===== config.mk =====
export PLATFORM = sky130hd
export DESIGN_NAME = branch_predict_ctrl
export DESIGN_NICKNAME = d
export VERILOG_FILES = /design/src/rtl/branch_predict_ctrl.sv
export SDC_FILE = /design/constraint.sdc
export NUM_CORES = 1
export LEC_CHECK = 0
export ABC_AREA = 1
export CELL_PAD_IN_SITES_DETAIL_PLACEMENT = 1
export CELL_PAD_IN_SITES_GLOBAL_PLACEMENT = 1
export CORE_ASPECT_RATIO = 0.9
export CORE_MARGIN = 5
export CORE_UTILIZATION = 36
export CTS_CLUSTER_DIAMETER = 200
export CTS_CLUSTER_SIZE = 40
export DETAILED_ROUTE_END_ITERATION = 10
export DONT_BUFFER_PORTS = 1
export HOLD_SLACK_MARGIN = 0.08
export PLACE_DENSITY_LB_ADDON = 0.25
export SLEW_MARGIN = 5
export SYNTH_ARGS = -nofsm -noshare
export SYNTH_HDL_FRONTEND = slang
export SYNTH_SLANG_ARGS = --single-unit

===== constraint.sdc =====
create_clock -name i_clk -period 5.5 [get_ports i_clk]
set_clock_uncertainty 0.05 [all_clocks]
set_input_delay 0.55 -clock i_clk [delete_from_list [all_inputs] [get_ports i_clk]]
set_output_delay 0.55 -clock i_clk [all_outputs]
set_load 0.02 [all_outputs]

===== src/rtl/branch_predict_ctrl.sv =====
// Two-bit saturating-counter branch predictor with Execute-stage mispredict
// detection, PC redirect, pipeline flushes and branch/mispredict counters.
module branch_predict_ctrl #(
    parameter int XLEN        = 32,
    parameter int BHT_ENTRIES = 64,
    parameter int CNT_W       = 32
) (
    input  logic             i_clk,
    input  logic             i_rst,
    input  logic [XLEN-1:0]  i_PC_F,
    output logic             o_PredTaken_F,
    input  logic             i_BranchInst_E,
    input  logic             i_Branch_E,
    input  logic             i_PredTaken_E,
    input  logic             i_Stall_E,
    input  logic [XLEN-1:0]  i_PC_E,
    input  logic [XLEN-1:0]  i_PCTarget_E,
    input  logic [XLEN-1:0]  i_PCPlus4_E,
    input  logic             i_CntClr,
    output logic             o_Mispredict_E,
    output logic [XLEN-1:0]  o_PCRedirect_E,
    output logic             o_Flush_D,
    output logic             o_Flush_E,
    output logic [CNT_W-1:0] o_BranchCount,
    output logic [CNT_W-1:0] o_MissCount
);

    localparam int IDX_W = $clog2(BHT_ENTRIES);

    // Saturating 2-bit counter step: taken moves toward 11, not-taken toward 00.
    function automatic logic [1:0] bht_step(input logic [1:0] cnt, input logic taken);
        logic [1:0] nxt;
        case ({taken, cnt})
            3'b1_11: nxt = 2'b11;
            3'b0_00: nxt = 2'b00;
            default: nxt = taken ? (cnt + 2'b01) : (cnt - 2'b01);
        endcase
        return nxt;
    endfunction

    logic [1:0]       bht_r [BHT_ENTRIES];
    logic [CNT_W-1:0] branch_cnt_r;
    logic [CNT_W-1:0] miss_cnt_r;
    logic [IDX_W-1:0] fetch_idx_s;
    logic [IDX_W-1:0] exec_idx_s;
    logic             resolve_s;
    logic             mispredict_s;
    logic [1:0]       bht_next_s;
    logic             unused_pc_bits_s;

    assign fetch_idx_s  = i_PC_F[IDX_W+1:2];
    assign exec_idx_s   = i_PC_E[IDX_W+1:2];
    assign resolve_s    = i_BranchInst_E & ~i_Stall_E;
    assign mispredict_s = resolve_s & (i_Branch_E ^ i_PredTaken_E);
    assign unused_pc_bits_s = ^{i_PC_F[XLEN-1:IDX_W+2], i_PC_F[1:0],
                                i_PC_E[XLEN-1:IDX_W+2], i_PC_E[1:0]};

    // Next value for the Execute-indexed counter.
    always_comb begin
        bht_next_s = bht_step(bht_r[exec_idx_s], i_Branch_E);
    end

    // Redirect mux: corrected PC is the resolved direction's destination.
    always_comb begin
        if (i_Branch_E) begin
            o_PCRedirect_E = i_PCTarget_E;
        end else begin
            o_PCRedirect_E = i_PCPlus4_E;
        end
    end

    // Prediction reads the registered table with no same-cycle bypass.
    assign o_PredTaken_F  = bht_r[fetch_idx_s][1];
    assign o_Mispredict_E = mispredict_s;
    assign o_Flush_D      = mispredict_s;
    assign o_Flush_E      = mispredict_s;
    assign o_BranchCount  = branch_cnt_r;
    assign o_MissCount    = miss_cnt_r;

    // Branch history table: reset to weak-not-taken, train on resolve.
    always_ff @(posedge i_clk or posedge i_rst) begin
        if (i_rst) begin
            for (int i = 0; i < BHT_ENTRIES; i++) begin
                bht_r[i] <= 2'b01;
            end
        end else if (resolve_s) begin
            bht_r[exec_idx_s] <= bht_next_s;
        end
    end

    // Performance counters: clear wins over a same-cycle increment.
    always_ff @(posedge i_clk or posedge i_rst) begin
        if (i_rst) begin
            branch_cnt_r <= {CNT_W{1'b0}};
            miss_cnt_r   <= {CNT_W{1'b0}};
        end else if (i_CntClr) begin
            branch_cnt_r <= {CNT_W{1'b0}};
            miss_cnt_r   <= {CNT_W{1'b0}};
        end else begin
            if (resolve_s) begin
                branch_cnt_r <= branch_cnt_r + {{(CNT_W-1){1'b0}}, 1'b1};
            end
            if (mispredict_s) begin
                miss_cnt_r <= miss_cnt_r + {{(CNT_W-1){1'b0}}, 1'b1};
            end
        end
    end

endmodule

# ---- After elaboration in Yosys (flattened, before gate mapping)
# Index checks and enable logic that the tools add are counted.
dict set report word_totals {
  regBits 192
}
dict set report op_classes {
  add_sub_neg 4
  magnitude_cmp 3
  n_eq_ne 1
  mux 16
  n_bitwise 6
  reduce_logical 4
}
# cell count
set ops {}
lappend ops {{2-to-1 mux 32 bit} 5}
lappend ops {{bitwise mux 128 bit} 1}
lappend ops {{adder 32 x 1 -> 32 bit, second input constant} 2}
lappend ops {{binary-select mux 2 bit (select 6 bit)} 2}
lappend ops {{greater-or-equal comparator 7 bit, second input constant} 2}
lappend ops {{NOT 6 -> 7 bit} 2}
lappend ops {{demux 2 bit (select 6 bit)} 1}
lappend ops {{2-to-1 mux 2 bit} 6}
lappend ops {{< comparator 7 x 1 -> 1 bit, second input constant} 1}
lappend ops {{one-hot mux 2 bit (2 select lines)} 1}
lappend ops {{nonzero test 2 bit} 2}
lappend ops {{== test 3 bit, second input constant} 1}
lappend ops {{logical NOT 3 bit} 1}
lappend ops {{adder 2 x 1 -> 2 bit, second input constant} 1}
lappend ops {{AND 1 bit} 2}
lappend ops {{subtractor 2 x 1 -> 2 bit, second input constant} 1}
lappend ops {{logical AND 1 bit} 1}
lappend ops {{NOT 1 bit} 1}
lappend ops {{bitwise XOR 1 bit} 1}

# ---- Depth between registers and ports, before layout
# Gate-level depths: netlist of the first run.
dict set report logic_depth {
  word_depth 8
  ltp_mapped 18
  depth_no_buf 15
}

# ---- Worst setup path before layout of the first run
# No wires, ideal clock.
dict set report synth_timing {
  kind {input-to-output}
  start {input port i_PC_F[2]}
  end {output port o_PredTaken_F}
  arrival_ps 1712
  setup_slack_ps 3188
  stages 8
  n_path_buf 2
  cell_sequence {clkbuf_1 > clkbuf_1 > nor2_1 > o221ai_1 > o211ai_1 > o211ai_1 > nand3_1 > nand2_1}
}
dict set report synth_via {
  elab_chain_cells 4
}
# element line
set synth_lines {}
lappend synth_lines {{from (decl)} 10} ;# input logic [XLEN-1:0] i_PC_F,
lappend synth_lines {{NOT 6 -> 7 bit (not written as such)} 73} ;# assign o_PredTaken_F = bht_r[fetch_idx_s][1];
lappend synth_lines {{binary-select mux 2 bit (select 6 bit)} 73}
lappend synth_lines {{2-to-1 mux 2 bit (not written as such) (2 in series)} 73}
lappend synth_lines {{to (decl)} 11} ;# output logic o_PredTaken_F,
# Every way passes these cells. The select of a mux whose other input is x is not followed.

# ---- Worst setup path after layout of the first run
# Ends and elaborated chain as after synthesis.

==> impl_metrics.py, run 1 <==
metrics = {
    "yosys": {
        "synth_common_cells": "843 x nand2_1, 193 x inv_1, 158 x nor2_1",
        "synthTopCellsByArea": "dfrtp_1 27%, nand2_1 26%, dfstp_2 14%",
        "synth_nets": 1998,
        "synthFlopType": "dfrtp_1",
        "synth_area_um2": 12000,
        "synth.most_common_cell": "nand2_1",
        "ys_warn_count": 0,
        "synthesis.instances": 1861,
        "async_flop_share_pct": 100,
        "yosysSeqAreaShare_pct": 40.7,
        "yosys.area.top_type_share_pct": 26.7,
        "yosysUniqueCellTypes": 42,
        "synth_edf_count": 0,
        "synth-seq-cells": 192,
        "avgSynthCellArea_um2": 6.44,
        "yosys.area.top_type": "dfrtp_1",
    },
    "floorplan": {
        "fp.dieW_um": 202,
        "core_um2": 32900,
        "die_y_um": 183,
        "initial_core_util_pct": 36.4,
        "io_pins": 235,
        "rows": 63,
        "dieArea_um2": 37100,
    },
    "sta": {
        "worst_slack_ps": 2630,
        "hold_viol_final": 0,
        "finalMaxSlewViolations": 0,
        "period_minus_slack_ps": 2870,
        "relSlewSlack_pct": 30.7,
        "finalCritPeriodShare_pct": 52.1,
        "setup_violations": 0,
        "rsz0062_at_grt": "false",
        "max_freq_mhz": 349,
        "tns_ps": 0,
        "worst_slew_pin_slew_ps": 1030,
    },
    "detailed_routing": {
        "initialDrtViolationCount": 706,
        "wl_met3_um": 1850,
        "final_antenna_net_count": 0,
        "drc": 0,
        "viasPerCell": 5.31,
        "dr.max_layer_used": "met4",
        "wl_met2_um": 20200,
        "routed-via-count": 11900,
        "dr.pass1.iters": 4,
        "routed_wl_um": 42500,
        "routedWlPerCell_um": 18.9,
        "met1_length_um": 19800,
    },
    "global_route": {
        "grt_pass1_vias": 12500,
        "antenna_found_initial": 0,
        "grt_pass1_wl_um": 68500,
        "gr-total-overflow": 0,
        "track_usage_pct": 23.1,
        "grt_max_degree": 144,
    },
    "power_and_ir_drop": {
        "p_per_area_nw_per_um2": 257,
        "p_sw_mw": 0.969,
        "swShare_pct": 29.4,
        "pwr-share-seq_pct": 46.8,
        "p_leak_nw": 6.20,
        "ir_worst_vdd_v": 0.000205,
        "internal_power_mw": 2.33,
        "combPwrFrac_pct": 11.5,
        "power.share.clock_pct": 41.7,
    },
    "worst_setup_path": {
        "critPathLaunchType": "input port",
        "path_max_fanout": 40,
        "crit_family": "compound AO/OA/AOI/OAI gates",
        "required_ps": 4900,
        "crit_path_frequent_cell": "o21ai_0",
        "crit_type": "in -> out",
        "critPathBufInv": 2,
        "worstSetupEndpointType": "output port",
        "cp_cell_sequence": "inv_1 > buf_4 > o21ai_0 > o22ai_1 > o21ai_0 > o211ai_1 > nand3_1 > nand2_1",
        "cpPeakStageDelay_ps": 350,
        "arrival_ps": 2270,
        "slowest_stage": "inv_1",
    },
    "layout": {
        "multi_input_area_um2": 5950,
        "layout-drive-gt1-share_pct": 6.35,
        "fillers": 4329,
        "nets": 1950,
        "ff_latch_area_um2": 4880,
        "diodes": 0,
        "syn2layout_area_growth_pct": 6.85,
    },
    "clocking": {
        "cts_tree": "yes",
        "clock_latency_ps": 470,
        "numCtsBuffers": 17,
        "post_cts_buffers": 0,
        "cts_resized": 0,
        "root_buffer": "clkbuf_16",
        "path_clk_slew_ps": 70,
        "cts_sinks": 192,
        "ctsLongestPathBuffers": 2,
        "htreeDepth": 4,
    },
    "job": {
        "cap_violations": 0,
    },
    "placed_design": {
        "dp_hpwl_um": 27900,
        "post-place-ws_ps": 2280,
        "portBuffers": 0,
        "place_congestion": 0.857,
    },
    "outcome": {
        "outcome": "complete, no violations",
    },
    "hold_path": {
        "hold_path_class": "in -> async",
    },
}
cells by family (layout without fill, tap and decap cells):
| kind of cell | after synthesis | after routing | share of synthesized area (%) |
|---|---|---|---|
| flip-flops | 192 | 192 | 40.7 |
| AO/OA/AOI/OAI | 147 | 147 | 6.78 |
| buffers and inverters | 273 | 238 | 9.71 |
| XOR/XNOR | 13 | 13 | 0.949 |
| AND/OR/NAND/NOR | 1234 | 1234 | 41.6 |
| adder cells (fa/ha/maj) | 2 | 2 | 0.209 |
repair_timing:
item / 4_1_cts / 5_1_grt
endpoints found under the hold margin: 4 / 2
setup endpoints to repair: 0 / 0
hold buffers: 1 / 1
power by group through the flow:
stage | Clock (mW) | Sequential, mW | Combinational [mW]
2_1_floorplan | 0 | 1.55 | 0.312
3_3_place_gp | 0 | 1.56 | 0.373
3_5_place_dp | 0 | 1.56 | 0.381
4_1_cts | 1.40 | 1.54 | 0.383
5_1_grt | 1.47 | 1.55 | 0.428
6_report | 1.37 | 1.54 | 0.379
cell type report:
| type | instances | area share (%) |
|---|---|---|
| Clock buffer | 17 | 3.32 |
| Clock inverter | 15 | 1.53 |
| Inverter | 198 | 5.85 |
| Multi-Input combinational cell | 1396 | 46.5 |
| Sequential cell | 192 | 38.1 |
| Tap cell | 422 | 4.12 |
| Timing Repair Buffer | 8 | 0.605 |
registers in the layout (all words and copies together) (netlist names):
name and flops:
o_MissCount 32, bht_r 128, o_BranchCount 32
through the flow:
stage                     instances  area [um^2]  utilization [%]  hold WS, ps  power [mW]
after floorplan                1861        12000                -          397        1.87
after global placement         2214        12200             36.9          405        1.94
after detailed placement       2214        12200             36.9          409        1.95
after CTS                      2247        12800             38.9         81.6        3.33
after global routing           2248        12800             38.9         80.7        3.45
final                          2248        12800             38.9          101        3.29
per-layer routing:
metal	vias up	track usage [%]
met5	-	0
met1	5931	30.6
li1	5699	-
met2	266	39.9
met3	45	3.82
met4	0	5.24
layout by cell type, fill, tap and decap left out, drive strengths merged:
cell type | Yosys | final
nor3b | 2 | 2
o211ai | 7 | 7
nand3 | 122 | 122
clkinvlp | 0 | 1
nor3 | 71 | 71
and3 | 3 | 3
ha | 2 | 2
xor2 | 11 | 11
nand4 | 23 | 23
o21ai | 68 | 68
buf | 45 | 6
a211oi | 2 | 2
o211a | 1 | 1
o22ai | 6 | 6
inv | 196 | 203
clkinv | 2 | 6
nor2 | 159 | 159
o31ai | 6 | 6
o21a | 4 | 4
a21oi | 47 | 47
nor4 | 2 | 2
dfstp | 64 | 64
a31oi | 2 | 2
nand3b | 1 | 1
bufinv | 0 | 3
dfrtp | 128 | 128
nand2 | 846 | 846
xnor2 | 2 | 2
dlygate4sd3 | 0 | 2
a221oi | 3 | 3
clkbuf | 30 | 17
or2 | 5 | 5
o221ai | 1 | 1
path summary, 6_finish.rpt:
path | startpoint | to | slack [ps] | cells after the start
max | i_PC_F[2] | o_PredTaken_F | 2630 | 8
min | i_rst | bht_r[125] | 100 | 2
max reg2reg | o_BranchCount[1] | o_BranchCount[26] | 2750 | 10
min reg2reg | bht_r[56] | bht_r[56] | 420 | 2
max in group asynchronous | i_rst | bht_r[5] | 4540 | 2
min in group i_clk | i_CntClr | o_BranchCount[21] | 100 | 1
(Power assumes the default switching activity.)
==> run 2: changes to the inputs <==
clock period = 2.82 ns   (was 5.5 ns; I/O delays follow)
==> run 2 against run 1 <==
Net effect: worst setup slack got worse by 2400 ps; wire length rose by 0.99%; final area rose by 1.9%; first-iteration DRC count up 20%; via count is 1.1% higher; die area unchanged; largest cell class unchanged; cell count up 1.2%.
==> impl_metrics.py, run 2 (same netlist as run 1, synthesis figures left out) <==
metrics = {
    "outcome": {
        "outcome": "complete, no violations",
    },
    "placed_design": {
        "portBuffers": 0,
        "dp_hpwl_um": 29300,
        "placedCellCount": 2240,
        "place_congestion": 0.877,
    },
    "layout": {
        "largest_register_ffs": 128,
        "instances_no_fill": 2276,
        "nets": 1978,
        "mostFrequentLayoutCells": "843 x nand2_1, 192 x inv_1, 158 x nor2_1",
        "syn2layout_area_growth_pct": 8.85,
        "final_common_cell": "nand2_1",
        "largest-register": "bht_r",
        "layout-drive-gt1-share_pct": 7.77,
        "diodes": 0,
    },
    "sta": {
        "period_minus_slack_ps": 2590,
        "relSlewSlack_pct": 43.4,
        "tns_ps": 0,
        "worst_slew_pin_slew_ps": 850,
        "max_freq_mhz": 386,
        "finalMaxSlewViolations": 0,
        "setup_violations": 0,
        "finalCritPeriodShare_pct": 91.8,
        "hold_viol_final": 0,
        "rsz0062_at_grt": "false",
    },
    "worst_setup_path": {
        "rrSetupSlack_ps": 230,
        "arrival_ps": 2890,
        "required_ps": 3120,
        "cp_cell_sequence": "nand2_1 > nor2_1 > nand2_1 > nor3_2 > nand4_1 > nor2_1 > nand3_1 > nor3b_1 > dlygate4sd3_1",
        "worstSetupEndpointType": "flop",
        "path_max_fanout": 4,
        "cpPeakStageDelay_ps": 560,
        "worst-r2r-cell-count": 9,
        "slowest_stage": "dlygate4sd3_1",
        "reg2reg_to": "o_BranchCount[21]",
        "rr_startpoint": "o_BranchCount[8]",
        "critPathLaunchType": "flop",
        "crit_type": "reg -> reg",
    },
    "power_and_ir_drop": {
        "ir_worst_vdd_v": 0.000370,
        "p_per_area_nw_per_um2": 488,
        "p_leak_nw": 6.34,
    },
    "floorplan": {
        "rows": 63,
        "fp.dieW_um": 202,
        "io_pins": 235,
        "die_y_um": 183,
        "core_um2": 32900,
        "initial_core_util_pct": 36.4,
        "dieArea_um2": 37100,
    },
    "detailed_routing": {
        "met1_length_um": 20100,
        "viasPerCell": 5.30,
        "routedWlPerCell_um": 18.9,
        "wl_met2_um": 20100,
        "routed-via-count": 12100,
        "routed_wl_um": 42900,
        "dr.pass1.iters": 5,
        "wl_met3_um": 1780,
        "final_antenna_net_count": 0,
        "drc": 0,
        "dr.max_layer_used": "met4",
        "initialDrtViolationCount": 846,
    },
    "hold_path": {
        "holdPathStages": 3,
        "hp-start": "i_Stall_E",
        "hold_end": "o_BranchCount[25]",
        "hold_path_class": "in -> reg",
    },
    "clocking": {
        "root_buffer": "clkbuf_16",
        "ctsLongestPathBuffers": 2,
        "path_clk_slew_ps": 80,
        "post_cts_buffers": 0,
        "clock_latency_ps": 460,
        "cts_sinks": 192,
        "cts_tree": "yes",
        "htreeDepth": 4,
        "numCtsBuffers": 17,
    },
    "global_route": {
        "antenna_found_initial": 1,
        "grt_pass1_wl_um": 69200,
        "grt_max_degree": 137,
        "track_usage_pct": 23.2,
        "gr-total-overflow": 0,
        "grt_pass1_vias": 12700,
    },
    "job": {
        "cap_violations": 0,
    },
}
==> run 2: cell types whose count changed in the layout (fill, tap and decap cells not counted), sizes merged <==
cell	previous run	this run
dlygate4sd3	2	3
buf	6	33
clkbuf	17	19
bufinv	3	2
clkinvlp	1	3
inv	203	200
==> run 2: worst max path at each step <==
stage,from,endpoint
after detailed placement,o_BranchCount[3],o_BranchCount[26]
after global placement,o_BranchCount[3],o_BranchCount[26]
after global routing,o_BranchCount[8],o_BranchCount[21]
final,o_BranchCount[8],o_BranchCount[21]
after floorplan,i_rst,bht_r[101]
after CTS,o_BranchCount[8],o_BranchCount[21]
==> run 2: per-stage QoR <==
step	hold slack, ps	instance area [um^2]	worst slack, ps	power (mW)	util [%]
after floorplan	397	12000	63.8	3.64	-
after global placement	310	12400	422	3.80	37.6
after detailed placement	310	12400	384	3.82	37.6
after CTS	159	13100	132	6.45	39.6
after global routing	203	13100	32.7	6.65	39.6
final	180	13100	231	6.37	39.6
==> run 2: report_power, final <==
group | total, mW | switching [mW] | internal (mW)
combinational | 0.782 | 0.571 | 0.211
clock | 2.59 | 1.22 | 1.37
sequential | 3.00 | 0.0712 | 2.93
==> run 2: metal layers <==
layer	vias to the layer above	global-route usage [%]
met5	-	0
met4	0	7.22
met3	56	3.43
met1	5965	31.1
li1	5770	-
met2	280	39.1
==> run 2: cell type report <==
class	count	area [um^2]
fillers	4284	19900
multi-input cells	1396	5950
flip-flops and latches	192	4880
inverters	198	749
well taps	422	528
clock buffers	19	453
repair buffers	36	340
clock inverters	13	150
==> run 2: what timing repair did <==
| action | in CTS | in global routing |
|---|---|---|
| gates resized for setup | 0 | 1 |
| hold buffers | 4 | 0 |
| endpoints found under the hold margin | 160 | 0 |
| endpoints found under the setup margin | 0 | 1 |
==> run 2: critical path: cells and delay by family, from the launching register on <==
| kind | cells | cell delay [ps] |
|---|---|---|
| buf+inv | 1 | 560 |
| simple gates | 8 | 1370 |
| flops | 1 | 510 |
==> run 3: changes to the inputs <==
CELL_PAD_IN_SITES_DETAIL_PLACEMENT = 0   (was 1)
==> run 3 against run 2 <==
Net effect: wire length down 7.5%; total power up 1.2%; flip-flop and latch count unchanged; first-iteration DRC count increased by 11%; core utilization is 0.057 points higher; combinational power is 2% lower; hold slack better by 3.4 ps; global-route usage shrank 1.7 points; worst setup slack improved by 99 ps; count of clock-buffer cells in the layout did not move; critical path type unchanged; largest cell class unchanged.
==> impl_metrics.py, run 3 (same netlist as run 1, synthesis figures left out) <==
metrics = {
    "layout": {
        "final_area_um2": 13100,
        "syn2layout_area_growth_pct": 9.00,
        "diodes": 0,
        "layout-drive-gt1-share_pct": 7.66,
        "mostFrequentLayoutCells": "843 x nand2_1, 192 x inv_1, 158 x nor2_1",
        "nets": 1978,
        "largest-register": "bht_r",
        "largest_register_ffs": 128,
        "instances_no_fill": 2276,
        "final_common_cell": "nand2_1",
        "final_util_pct": 39.7,
    },
    "worst_setup_path": {
        "arrival_ps": 2830,
        "rr_startpoint": "o_BranchCount[3]",
        "required_ps": 3170,
        "crit_type": "reg -> reg",
        "worstSetupStartpoint": "o_BranchCount[3]",
        "worstSetupEndpointType": "flop",
        "path_max_fanout": 4,
        "critPathLaunchType": "flop",
    },
    "sta": {
        "worst_slew_pin_slew_ps": 839,
        "hold_viol_final": 0,
        "finalMaxSlewViolations": 0,
        "period_minus_slack_ps": 2490,
        "relSlewSlack_pct": 44.1,
        "setup_violations": 0,
        "rsz0062_at_grt": "false",
        "max_freq_mhz": 402,
        "tns_ps": 0,
        "finalCritPeriodShare_pct": 88.3,
    },
    "global_route": {
        "antenna_found_initial": 0,
        "track_usage_pct": 21.5,
        "grt_pass1_wl_um": 63500,
        "grt_max_degree": 137,
        "gr-total-overflow": 0,
        "grt_pass1_vias": 11200,
    },
    "job": {
        "cap_violations": 0,
    },
    "power_and_ir_drop": {
        "swShare_pct": 27.9,
        "p_per_area_nw_per_um2": 493,
        "ir_worst_vdd_v": 0.000352,
        "pwr-share-seq_pct": 46.5,
        "p_leak_nw": 6.35,
        "power.share.clock_pct": 41.6,
        "p_sw_mw": 1.80,
        "combPwrFrac_pct": 11.9,
        "internal_power_mw": 4.65,
    },
    "placed_design": {
        "portBuffers": 0,
        "dpl-instance-area_um2": 12400,
        "dp_hpwl_um": 26800,
        "place_congestion": 0.877,
        "placedCellCount": 2240,
    },
    "clocking": {
        "numCtsBuffers": 17,
        "clock_latency_ps": 450,
        "cts_hold_buf": 4,
        "root_buffer": "clkbuf_16",
        "cts_resized": 0,
        "ctsLongestPathBuffers": 2,
        "htreeDepth": 4,
        "path_clk_slew_ps": 80,
        "cts_tree": "yes",
        "cts_sinks": 192,
        "post_cts_buffers": 0,
    },
    "detailed_routing": {
        "dr.pass1.iters": 5,
        "final_antenna_net_count": 0,
        "initialDrtViolationCount": 939,
        "viasPerCell": 5.10,
        "drc": 0,
        "routed_wl_um": 39700,
        "routedWlPerCell_um": 17.5,
        "routed-via-count": 11600,
    },
    "hold_path": {
        "hold_path_class": "in -> reg",
        "hp-start": "i_PC_E[4]",
    },
    "floorplan": {
        "dieArea_um2": 37100,
        "die_y_um": 183,
        "fp.dieW_um": 202,
        "core_um2": 32900,
        "rows": 63,
        "io_pins": 235,
        "initial_core_util_pct": 36.4,
    },
    "outcome": {
        "outcome": "complete, no violations",
    },
}
run 3: cell count changes in the layout (fill, tap and decap cells not counted):
cell and change:
clkinv_4 -3, bufinv_16 +2, clkinv_2 +2, inv_6 -2, clkbuf_1 +1, clkbuf_8 -1
clkinvlp_4 +1, nor3_1 +1, nor3_2 -1
run 3: layout make-up:
class / instances / area (um^2)
fillers: 3465 / 19900
multi-input cells: 1396 / 5940
flip-flops and latches: 192 / 4880
inverters: 198 / 749
well taps: 422 / 528
clock buffers: 19 / 443
repair buffers: 36 / 340
clock inverters: 13 / 184
run 3: path summary, 6_finish.rpt:
check | cells past startpoint | slack, ps | endpoint
min | 6 | 180 | bht_r[64]
max in group asynchronous | 3 | 1610 | bht_r[21]
min reg2reg | 2 | 420 | bht_r[28]
min in group asynchronous | 3 | 430 | bht_r[123]
max reg2reg | 7 | 330 | o_BranchCount[8]
max | 7 | 330 | o_BranchCount[8]
run 3: through the flow:
stage | power [mW] | setup WS (ps) | hold WS, ps
2_1_floorplan | 3.64 | 63.8 | 397
3_3_place_gp | 3.80 | 422 | 310
3_5_place_dp | 3.81 | 397 | 311
4_1_cts | 6.53 | 322 | 157
5_1_grt | 6.76 | 170 | 184
6_report | 6.45 | 330 | 184
run 3: critical path, stage by stage, from the launching register on:
cell,delay [ps]
dfrtp_1,520
inv_1,100
nor3_1,390
nand2_1,230
nor2_1,210
inv_1,110
a221oi_1,250
dlygate4sd3_1,580
run 3: routing by layer:
layer  routed length [um]  up-vias  part of all wire [%]  GRT usage [%]
met5                    0        -                     0              0
met4                  584        0                   1.5           4.56
met3                 2250       38                   5.7           4.00
met2                18000      326                    45           34.8
met1                18900     5471                    47           30.3
li1                     -     5767                     -              -
run 3: power by group through the flow:
stage	logic (mW)	clock network (mW)	registers, mW
5_1_grt	0.866	2.88	3.02
3_3_place_gp	0.755	0	3.05
2_1_floorplan	0.608	0	3.03
6_report	0.769	2.68	3.00
3_5_place_dp	0.758	0	3.05
4_1_cts	0.776	2.75	3.00
